$ cat config.mk
export PLATFORM = sky130hd
export DESIGN_NAME = r_peak_detector
export DESIGN_NICKNAME = d
export VERILOG_FILES = /design/src/rtl/ekg_pkg.sv /design/src/rtl/sat_counter.sv /design/src/rtl/r_peak_detector.sv
export SDC_FILE = /design/constraint.sdc
export NUM_CORES = 1
export LEC_CHECK = 0
export CORE_ASPECT_RATIO = 2
export CORE_MARGIN = 1.5
export CORE_UTILIZATION = 59
export CTS_BUF_LIST = sky130_fd_sc_hd__clkbuf_4 sky130_fd_sc_hd__clkbuf_8 sky130_fd_sc_hd__clkbuf_16
export CTS_CLUSTER_DIAMETER = 50
export CTS_CLUSTER_SIZE = 30
export DETAILED_ROUTE_END_ITERATION = 6
export PLACE_DENSITY = 0.86
export SETUP_SLACK_MARGIN = 0.2
export SYNTH_ARGS = -nofsm -noshare
export SYNTH_HDL_FRONTEND = slang
export SYNTH_SLANG_ARGS = --single-unit
$ cat constraint.sdc
create_clock -name clk_in -period 8.8 [get_ports clk_in]
set_input_delay 1.76 -clock clk_in [delete_from_list [all_inputs] [get_ports clk_in]]
set_output_delay 1.76 -clock clk_in [all_outputs]
set_load 0.01 [all_outputs]
$ cat src/rtl/ekg_pkg.sv
// Shared types and defaults for the ECG front-end blocks.
package ekg_pkg;

    localparam int unsigned DATA_WIDTH_DEF = 12;
    localparam int unsigned THRESH_DEF     = 2000;
    localparam int unsigned HYST_DEF       = 100;

    typedef logic [DATA_WIDTH_DEF-1:0] sample_t;

    typedef enum logic [1:0] {
        WAIT_LOW,
        ARMED,
        TRACK,
        REFRACT
    } rpk_state_t;

endpackage

$ cat src/rtl/sat_counter.sv
// Saturating up-counter with synchronous clear; clear wins over enable.
module sat_counter #(
    parameter int unsigned WIDTH = 8
) (
    input  logic             clk,
    input  logic             rst_n,
    input  logic             en,
    input  logic             clr,
    output logic [WIDTH-1:0] count
);

    always_ff @(posedge clk) begin
        if (!rst_n) begin
            count <= '0;
        end else if (clr) begin
            count <= '0;
        end else if (en && !(&count)) begin
            count <= count + 1'b1;
        end
    end

endmodule

$ cat src/rtl/r_peak_detector.sv
// R-peak detector: threshold with hysteresis, refractory window, peak and
// R-R interval reporting. One evt_out pulse per beat.
module r_peak_detector
    import ekg_pkg::*;
#(
    parameter int unsigned DATA_WIDTH      = 12,
    parameter int unsigned REFRACT_SAMPLES = 50,
    parameter int unsigned INTERVAL_WIDTH  = 16
) (
    input  logic                      clk_in,
    input  logic                      rst_in,
    input  logic [DATA_WIDTH-1:0]     sample_in,
    input  logic                      sample_valid_in,
    input  logic [DATA_WIDTH-1:0]     thresh_in,
    input  logic [DATA_WIDTH-1:0]     hyst_in,
    output logic                      evt_out,
    output logic [DATA_WIDTH-1:0]     peak_out,
    output logic [INTERVAL_WIDTH-1:0] interval_out
);

    localparam int unsigned RW = $clog2(REFRACT_SAMPLES + 1);

    rpk_state_t                state;
    logic [DATA_WIDTH-1:0]     lo;
    logic [DATA_WIDTH-1:0]     run_max;
    logic [INTERVAL_WIDTH-1:0] interval_count;
    logic [INTERVAL_WIDTH-1:0] interval_next;
    logic [RW-1:0]             refract_count;
    logic                      fall;
    logic                      refract_done;

    always_comb begin
        lo            = (hyst_in > thresh_in) ? '0 : thresh_in - hyst_in;
        fall          = sample_valid_in && (state == TRACK) && (sample_in < lo);
        interval_next = (&interval_count) ? interval_count : interval_count + 1'b1;
        refract_done  = (refract_count == RW'(REFRACT_SAMPLES - 1));
    end

    // Interval counts every valid sample; the event sample restarts it at 0.
    sat_counter #(.WIDTH(INTERVAL_WIDTH)) u_interval (
        .clk   (clk_in),
        .rst_n (rst_in),
        .en    (sample_valid_in),
        .clr   (fall),
        .count (interval_count)
    );

    sat_counter #(.WIDTH(RW)) u_refract (
        .clk   (clk_in),
        .rst_n (rst_in),
        .en    (sample_valid_in && (state == REFRACT)),
        .clr   (fall),
        .count (refract_count)
    );

    always_ff @(posedge clk_in) begin
        if (!rst_in) begin
            state        <= WAIT_LOW;
            evt_out      <= 1'b0;
            peak_out     <= '0;
            interval_out <= '0;
            run_max      <= '0;
        end else begin
            evt_out <= 1'b0;
            if (sample_valid_in) begin
                case (state)
                    WAIT_LOW: if (sample_in < lo) state <= ARMED;
                    ARMED: begin
                        if (sample_in >= thresh_in) begin
                            state   <= TRACK;
                            run_max <= sample_in;
                        end
                    end
                    TRACK: begin
                        if (sample_in > run_max) run_max <= sample_in;
                        if (fall) begin
                            evt_out      <= 1'b1;
                            peak_out     <= run_max;
                            interval_out <= interval_next;
                            state        <= REFRACT;
                        end
                    end
                    REFRACT: if (refract_done) state <= WAIT_LOW;
                    default: state <= WAIT_LOW;
                endcase
            end
        end
    end

endmodule

-- Yosys cells after proc, flatten, opt, wreduce, memory -nomap -nowiden
Cells that the tools add are included.
- flip-flop bits (word level): 65
- input bits: 39
- output and inout port bits: 29
- word-level logic and storage cells: 51
- $add $sub $neg: 3
- magnitude comparators: 4
- equality and inequality tests: 9
- multiplexer cells: 11
- bitwise operators: 1
- reductions and logical operators: 16
- operators by type and width (operator ; number):
    $mux W12 ; 3
    $gt A12 B12 Y1 ; 2
    $pmux W12 S2 ; 1
    $add A16 B1 Y16 const B ; 1
    $mux W16 ; 1
    $reduce_and A16 Y1 ; 1
    $ge A12 B12 Y1 ; 1
    $lt A12 B12 Y1 ; 1
    $sub A12 B12 Y12 ; 1
    $mux W2 ; 4
    $ne A2 B2 Y1 const B ; 4
    $pmux W2 S4 ; 1
    $add A6 B1 Y6 const B ; 1
    $eq A6 B6 Y1 const B ; 1
    $reduce_and A3 Y1 ; 2
    $reduce_and A6 Y1 ; 1
    $logic_and A1 B1 Y1 ; 5
    $reduce_and A5 Y1 ; 1
    $eq A2 B2 Y1 const B ; 2
    $reduce_and A4 Y1 ; 1
    $eq A2 B1 Y1 const B ; 1
    $logic_not A1 Y1 ; 2
    $logic_not A2 Y1 ; 1
    $ne A2 B1 Y1 const B ; 1
    other kinds (4) ; 4

-- Logic depth before layout (Yosys ltp)
Gate-level depths: netlist of run 1.
- depth after elaboration: 6
- mapped depth: 20
- depth with buffers taken out: 18

-- Modules after synthesis
From an unflattened synthesis of run 1, not the netlist that was laid out.
- cells, all modules: 553
- area, all modules: 4623.2 µm²
- by module, submodules not included (module ; times used ; cells an instance ; area an instance (µm²) ; seq. area each (µm²)):
    r_peak_detector ; 1 ; 426 ; 3473.3 ; 860.8
    sat_counter (u_interval) ; 1 ; 96 ; 854.6 ; 320.3
    sat_counter (u_refract) ; 1 ; 31 ; 295.3 ; 120.1

-- Least setup slack after synthesis of run 1
No wires, ideal clock.
- path kind: in2reg
- from: in thresh_in[0]
- to: reg peak_out[10]
- library setup time: 0.116 ns
- arrival time: 5.477 ns
- required time: 8.684 ns
- slack: 3.207 ns
- cell stages on the path: 20
- path buffers: 2
- path through: inv_1 ha_1 fa_1 nand2b_1 a21o_1 nand2_1 nor2_1 o31a_1 o21ai_1 nand3_1 ha_1 a211oi_1 nor2_1 a2111oi_0 o21a_1 and3_4 buf_8 buf_12 mux2i_1 nor2b_1
- word-level cells in the longest chain between the ends: 5
- elaborated cells on any way between the ends: 6
- classes of those cells: add/sub: 1; order compare: 2; mux: 1; reduce/logical: 2
- ends and longest elaborated chain (element ; RTL line ; text):
    start, declared ; r_peak_detector.sv:14 ; input logic [DATA_WIDTH-1:0] thresh_in,
    $sub A12 B12 Y12 or $gt A12 B12 Y1 (tied branches) ; r_peak_detector.sv:33 ; lo = (hyst_in > thresh_in) ? '0 : thresh_in - hyst_in;
    $mux W12 * ; r_peak_detector.sv:33 ;
    $lt A12 B12 Y1 * ; r_peak_detector.sv:34 ; fall = sample_valid_in && (state == TRACK) && (sample_in < lo);
    $logic_and A1 B1 Y1 * ; r_peak_detector.sv:34 ;
    $reduce_and A3 Y1 (no line) * ; n/a ;
    end signal, assigned ; r_peak_detector.sv:78 ; peak_out <= run_max;
    end, declared ; r_peak_detector.sv:17 ; output logic [DATA_WIDTH-1:0] peak_out,
Mark *: on every way between the ends. The rest lies on a longest branch, timed or not.
A chain may end at the register's enable or synchronous reset.

-- Worst setup path in the final report of run 1
- from: in thresh_in[0]
- to: reg u_interval.count[11]
- word-level cells in the longest chain between the ends: 5
- elaborated cells on any way between the ends: 6
- classes of those cells: add/sub: 1; order compare: 2; mux: 1; reduce/logical: 2
- ends and longest elaborated chain (element ; RTL line ; text):
    $sub A12 B12 Y12 or $gt A12 B12 Y1 (tied branches) ; r_peak_detector.sv:33 ;
    $mux W12 * ; r_peak_detector.sv:33 ;
    $lt A12 B12 Y1 * ; r_peak_detector.sv:34 ;
    $logic_and A1 B1 Y1 * ; r_peak_detector.sv:34 ;
    $reduce_or A2 Y1 (no line) * ; n/a ;
    end signal, assigned ; sat_counter.sv:18 ; count <= count + 1'b1;
    end, declared ; sat_counter.sv:9 ; output logic [WIDTH-1:0] count
Marks and branches as above.

==> summary.txt, run 1 <==
Synthesis
  – EDFF count, synth: 0
  – Syn nets: approximately 600
  – Synth Flop Type: dfxtp_1
  – Sequential element share of the synthesized area: between 20% and 30%
  – Async SR Flop Fraction: 0%
  – Largest area contributor in the netlist: dfxtp_1
  – Avg Synthesized Cell Area: ~8.7 um2
  – Syn Inst Count: 506
  – Netlist cell types: 57
  – Synth area leaders: dfxtp_1 29%, ha_1 16%, mux2i_1 6.3%, nor2b_1 4.1%, inv_1 3.8%
  – Yosys warnings: 0
  – Mapped Area: roughly 0.0044 mm2
  – Flops & latches, synth: 65
  – Post-synth top area share: ~30%

Power and ir drop
  – Leak Pwr: ~2.3 nW
  – VDD IR max: 0.170 mV
  – PwrDens: approximately 160 mW/mm2

Die
  – Die Area: slightly above 0.008 mm2
  – Starting Density: about three fifths
  – Die Y: 125 um
  – Die X: 64.2 um
  – Rows: 44
  – Top-Level Pins: 68
  – CORE AREA: just over 0.007 mm2

Drt
  – Detailed Route WL: around 11000 um
  – Initial detailed-routing violation count: approximately 180
  – Detailed Routing Iterations Pass 1: 4
  – Residual DRC: 0
  – Antenna-violating nets left: 0
  – Vias: ~3.9k
  – Drt via density: 5.79
  – Per-cell routed wire length: between 15 and 20 um

Clock tree
  – CTS tree: built
  – Postcts setup bufs: 0
  – Clk root buf: clkbuf_16
  – Clock-pin slew on the worst setup and hold paths: about 50 ps
  – Clk sinks: 65
  – Bufs on Longest Clock Path: 2
  – H-Tree Depth: 3
  – Clock latency on the worst-skew pair: about 330 ps
  – CTS Hold Bufs: 0
  – Post-CTS Resized: 0
  – Cts bufs inserted: 9

Timing
  – Period utilization: ~75%
  – Fin. Hold Viols: 0
  – Rel. slew slack: between 20% and 30%
  – Fmax: between 150 and 200 MHz
  – Final setup viols: 0
  – Fin. max-slew vios: 0
  – Setup TNS: 0 ps
  – Post-route worst hold slack: about 470 ps
  – Final Skew: 3.85 ps
  – Crit path time final: about 6600 ps
  – Worst Tran Pin Value: ~1100 ps
  – Unrepaired setup endpoints after global routing: false

Finish
  – Post-layout util: 74.2%
  – Fin area: about 0.0054 mm2
  – Fin cells: 667
  – Commonest non-fill, non-tap cell in the layout: clkdlybuf4s50_1
  – Layout cells sized above 1: under 10%
  – NumNets Final: ~670
  – Area grow syn2layout: 22.2%
  – Most frequent cells in the layout: 67 x clkdlybuf4s50_1, 65 x dfxtp_1, 55 x ha_1
  – Antenna cells: 0
  – Fillers: roughly 550

Placement
  – Gpl congestion: 0.914
  – Dpl cell area: roughly 0.0051 mm2
  – Final HPWL from detailed placement: 8200 um
  – DP Cell Count: approximately 650
  – Buffers on Ports: 67

Setup path
  – CP arrival: roughly 6900 ps
  – WS Path Type: in2reg
  – Slowest-stage cell, CP: and3_4
  – CP Capture Type: flop
  – CP Launch Type: input port
  – Worst path max stage delay: between 500 and 600 ps
  – Flop-to-flop setup slack: roughly 5900 ps
  – CP required: 9010 ps
  – Worst-path fanout max: 44
  – Crit path cell chain: clkdlybuf4s50_1, inv_1, ha_1, fa_1, nand2b_1, a21o_1, nand2_1, nor2_1, o31a_1, o21ai_1, nand2b_1, ha_1, nor3_1, or3b_1, a311oi_2, o21a_1, and3_4, nand2b_4, nor2_1

Global routing
  – Gr usage total: roughly 28%
  – Initial antenna violation count: 0
  – Grt ovf: 0
  – Largest net degree at the start of global routing: between 40 and 50
  – First-pass GRT wire length: 17800 um
  – Number of global-route vias before repair: around 4.0k

Hold path
  – HP Class: reg2reg

Job
  – Max-cap violations: 0

Run status
  – Status: completed
cell families (layout without fill, tap and decap cells):
family	after synthesis	in the layout	synth area share [%]
xor gates and xnor gates	36	36	7.14
and+or+nand+nor	179	179	21.2
buffers and inverters	61	130	6.55
muxes	29	29	6.60
adders and majority gates	56	56	16.0
AOI/OAI and AO/OA	80	80	13.0
DFF	65	65	29.5
layer usage:
layer	global-route usage, %	up-vias	share of wire [%]
met3	4.86	41	3.3
met5	0	-	0
met4	19.4	0	5.6
met2	53.8	114	57
li1	-	1876	-
met1	25.4	1831	34
flip-flops by register name, indices dropped and copies added, names as in the netlist:
name / cells
interval_out: 16
u_interval.count: 16
peak_out: 12
run_max: 12
u_refract.count: 6
state: 2
evt_out: 1
synthesized netlist by cell type (all sizes together), types with 4 or more instances:
cell type / instances
dfxtp: 65
ha: 55
inv: 45
nand2: 41
nor2: 34
nor2b: 29
mux2i: 28
nand3: 22
a21oi: 21
xnor2: 19
xor2: 17
o21ai: 13
o211a: 12
buf: 11
and3: 10
nand2b: 9
nand4: 6
o211ai: 6
o21a: 6
clkbuf: 5
nand3b: 5
nor3: 5
a211oi: 4
and2: 4
worst max-delay path, delay by kind of cell:
kind	cells	cell delay [ps]
fa+ha+maj	3	830
compound gates	5	1480
simple gates	9	2240
buf+inv	2	530
stage by stage:
step	total power [mW]	setup WS, ps
finish	0.862	2160
global route	0.903	1710
CTS	0.867	2150
detailed placement	0.523	1810
global placement	0.513	2050
floorplan	0.462	3210
path summary, 6_finish.rpt:
kind	cells past startpoint	from	end
worst max-delay path	19	thresh_in[0]	u_interval.count[11]$_SDFFE_PP0P_
worst min-delay path	2	interval_out[12]$_SDFFE_PN0P_	interval_out[12]$_SDFFE_PN0P_
worst max register to register	8	u_interval.count[0]$_SDFFE_PP0P_	u_interval.count[5]$_SDFFE_PP0P_
worst min register to register	2	interval_out[12]$_SDFFE_PN0P_	interval_out[12]$_SDFFE_PN0P_
where the power goes:
group / total [mW] / switching (mW) / internal, mW
logic: 0.200 / 0.104 / 0.0956
clock network: 0.342 / 0.118 / 0.223
registers: 0.320 / 0.0117 / 0.309
final cells by class:
class | count | area (um2) | share of cell area, %
inverter | 45 | 169 | 3.13
sequential | 65 | 1300 | 24.1
clock inverter | 2 | 10.0 | 0.186
timing repair buffer | 69 | 686 | 12.7
multi-input combinational | 380 | 2830 | 52.4
tap | 92 | 115 | 2.13
clock buffer | 14 | 288 | 5.34
(Power assumes the default switching activity.)
==> inputs of run 2 (changes only) <==
CORE_UTILIZATION = 55   (was 59)
PLACE_DENSITY = 0.81   (was 0.86)
clock period = 6.47 ns   (was 8.8 ns; I/O delays follow)
==> run 2 against run 1 <==
  * Die area is 7.0% higher
  * Clock power is 31% higher
  * Register-to-register slack lost 2100 ps
  * Clock skew rose by 2.5 ps
  * Sequential cell count unchanged
  * First-iteration DRC count grew 13%
  * Sequential share of layout area about the same
  * Via count down 5.4%
  * Count of clock-buffer cells in the layout fell by 2
  * Core utilization shrank 5.2 points
==> summary.txt, run 2 (synthesis results as in run 1) <==
Run status
  – Status: completed (unchanged)

Clock tree
  – Clk sinks: 65 (unchanged)
  – Clk root buf: clkbuf_16 (unchanged)
  – Cts bufs inserted: 9 (unchanged)
  – Clock latency on the worst-skew pair: 320 ps (was 330 ps)
  – Clock-pin slew on the worst setup and hold paths: 50 ps (about the same)
  – Post-CTS Resized: 0 (unchanged)
  – CTS Hold Bufs: 0 (unchanged)
  – Postcts setup bufs: 0 (unchanged)
  – Bufs on Longest Clock Path: 2 (unchanged)
  – H-Tree Depth: 3 (unchanged)
  – CTS tree: built (unchanged)

Global routing
  – Number of global-route vias before repair: 3453 (was 3972)
  – Gr usage total: 22.2% (was 28.1%)
  – First-pass GRT wire length: 15100 um (was 17800 um)
  – Initial antenna violation count: 0 (unchanged)
  – Largest net degree at the start of global routing: 46 (unchanged)
  – Grt ovf: 0 (unchanged)

Power and ir drop
  – Total power: 1.15 mW (was 0.862 mW)
  – Sw frac: 27.5% (was 27.2%)
  – P_sw: 0.316 mW (was 0.235 mW)
  – Clk pwr share: 38.9% (was 39.6%)
  – Seq pwr share: 37.9% (was 37.2%)
  – Comb pwr share: 23.2% (about the same)
  – Leak Pwr: 2.25 nW (about the same)
  – VDD IR max: 0.219 mV (was 0.170 mV)
  – Internal: 0.836 mW (was 0.627 mW)
  – PwrDens: 213 mW/mm2 (was 160 mW/mm2)

Die
  – Rows: 46 (was 44)
  – Die Area: 0.00861 mm2 (was 0.00804 mm2)
  – Starting Density: 56.4% (was 60.8%)
  – CORE AREA: 0.00783 mm2 (was 0.00727 mm2)
  – Die Y: 130 um (was 125 um)
  – Top-Level Pins: 68 (unchanged)
  – Die X: 66.4 um (was 64.2 um)

Finish
  – Commonest non-fill, non-tap cell in the layout: clkdlybuf4s50_1 (unchanged)
  – Fillers: 640 (was 552)
  – Antenna cells: 0 (unchanged)
  – Area grow syn2layout: 22.4% (was 22.2%)
  – NumNets Final: 666 (was 665)
  – Most frequent cells in the layout: 67 x clkdlybuf4s50_1, 65 x dfxtp_1, 55 x ha_1 (unchanged)
  – Biggest regs: interval_out (16), u_interval.count (16) (unchanged)
  – Layout cells sized above 1: 4.52% (unchanged)

Timing
  – Crit path time final: a little under 6000 ps
  – Fin. Hold Viols: 0 (unchanged)
  – Fmax: approximately 170 MHz
  – Final Skew: 6.35 ps (was 3.85 ps)
  – Post-route worst setup slack: 620 ps (was 2160 ps)
  – Post-route worst hold slack: 485 ps (was 472 ps)
  – Final setup viols: 0 (unchanged)
  – Unrepaired setup endpoints after global routing: false (unchanged)
  – Worst Tran Pin Value: 901 ps (was 1050 ps)
  – Period utilization: about nine tenths
  – Fin. max-slew vios: 0 (unchanged)
  – Setup TNS: 0 ps (unchanged)
  – Rel. slew slack: 39.4% (was 28.0%)

Setup path
  – Flop-to-flop setup slack: 3770 ps (was 5890 ps)
  – CP required: 6680 ps (was 9010 ps)
  – CP Launch Type: input port (unchanged)
  – CP arrival: 6060 ps (was 6850 ps)
  – CP Capture Type: flop (unchanged)
  – WS Path Type: in2reg (unchanged)
  – Worst-path fanout max: 38 (was 44)

Placement
  – Pre-CTS setup slack: 341 ps (was 1810 ps)
  – Final HPWL from detailed placement: 6930 um (was 8200 um)
  – Gpl congestion: 0.844 (was 0.914)
  – Buffers on Ports: 67 (unchanged)

Drt
  – Drt via density: 5.44 (was 5.79)
  – Residual DRC: 0 (unchanged)
  – Initial detailed-routing violation count: 205 (was 181)
  – Per-cell routed wire length: 13.5 um (was 16.2 um)
  – Detailed Route WL: 9090 um (was 10800 um)
  – Antenna-violating nets left: 0 (unchanged)
  – Vias: 3653 (was 3862)
  – Detailed Routing Iterations Pass 1: 4 (unchanged)

Hold path
  – HP Class: reg2reg (unchanged)

Job
  – Max-cap violations: 0 (unchanged)
## run 2: changes by cell type in the layout (fill, tap and decap cells not counted), sizes merged
cell / delta
clkbuf: -2
clkinv: +1
buf: +1
## run 2: power groups by stage
| stage | Combinational, mW | Clock, mW | Sequential [mW] |
|---|---|---|---|
| 2_1_floorplan | 0.187 | 0 | 0.441 |
| 3_3_place_gp | 0.256 | 0 | 0.443 |
| 3_5_place_dp | 0.264 | 0 | 0.444 |
| 4_1_cts | 0.267 | 0.453 | 0.436 |
| 5_1_grt | 0.299 | 0.473 | 0.438 |
| 6_report | 0.267 | 0.448 | 0.437 |
## run 2: path summary, 6_finish.rpt
path                                     from                                 to  cells past startpoint
min             interval_out[12]$_SDFFE_PN0P_      interval_out[12]$_SDFFE_PN0P_                      2
max reg2reg  u_interval.count[0]$_SDFFE_PP0P_  u_interval.count[10]$_SDFFE_PP0P_                      8
max                              thresh_in[0]           peak_out[3]$_SDFFE_PN0P_                     20
min reg2reg     interval_out[12]$_SDFFE_PN0P_      interval_out[12]$_SDFFE_PN0P_                      2
## run 2: final cells by class
type / instances / area (um2) / share of cell area (%)
sequential: 65 / 1300 / 24.1
inverter: 45 / 169 / 3.13
multi-input combinational: 380 / 2830 / 52.3
tap: 96 / 120 / 2.22
clock inverter: 3 / 15.0 / 0.278
clock buffer: 12 / 267 / 4.93
timing repair buffer: 70 / 706 / 13.1
## run 2: worst max-delay path: stages
cell,delay (ps)
clkdlybuf4s50_1,480
inv_1,50
ha_1,220
fa_1,390
nand2b_1,190
a21o_1,200
nand2_1,120
nor2_1,50
o31a_1,280
o21ai_1,490
nand3_1,140
ha_1,330
a211oi_1,250
nor2_1,80
a2111oi_0,480
o21a_1,220
and3_4,280
buf_12,220
mux2i_1,220
nor2b_1,60
## run 2: through the flow
step / cell area (um2) / util (%) / std cells
floorplan: 4420 / - / 506
global placement: 5120 / 65.4 / 656
detailed placement: 5120 / 65.4 / 656
CTS: 5400 / 69.0 / 671
global route: 5400 / 69.0 / 671
finish: 5400 / 69.0 / 671
## run 2: routing by layer
layer / GRT usage (%) / up-vias / share of wire [%]
li1: - / 1882 / -
met1: 27.8 / 1691 / 46
met2: 37.8 / 71 / 50
met3: 2.93 / 9 / 3.3
met4: 9.00 / 0 / 1.1
met5: 0 / - / 0
==> inputs of run 3 (changes only) <==
ABC_CLOCK_PERIOD_IN_PS = 6470   (was unset)
GPL_ROUTABILITY_DRIVEN = 0   (was unset)
==> results of run 3 <==
No change in the layout: final DEF, timing and power equal those of run 2.
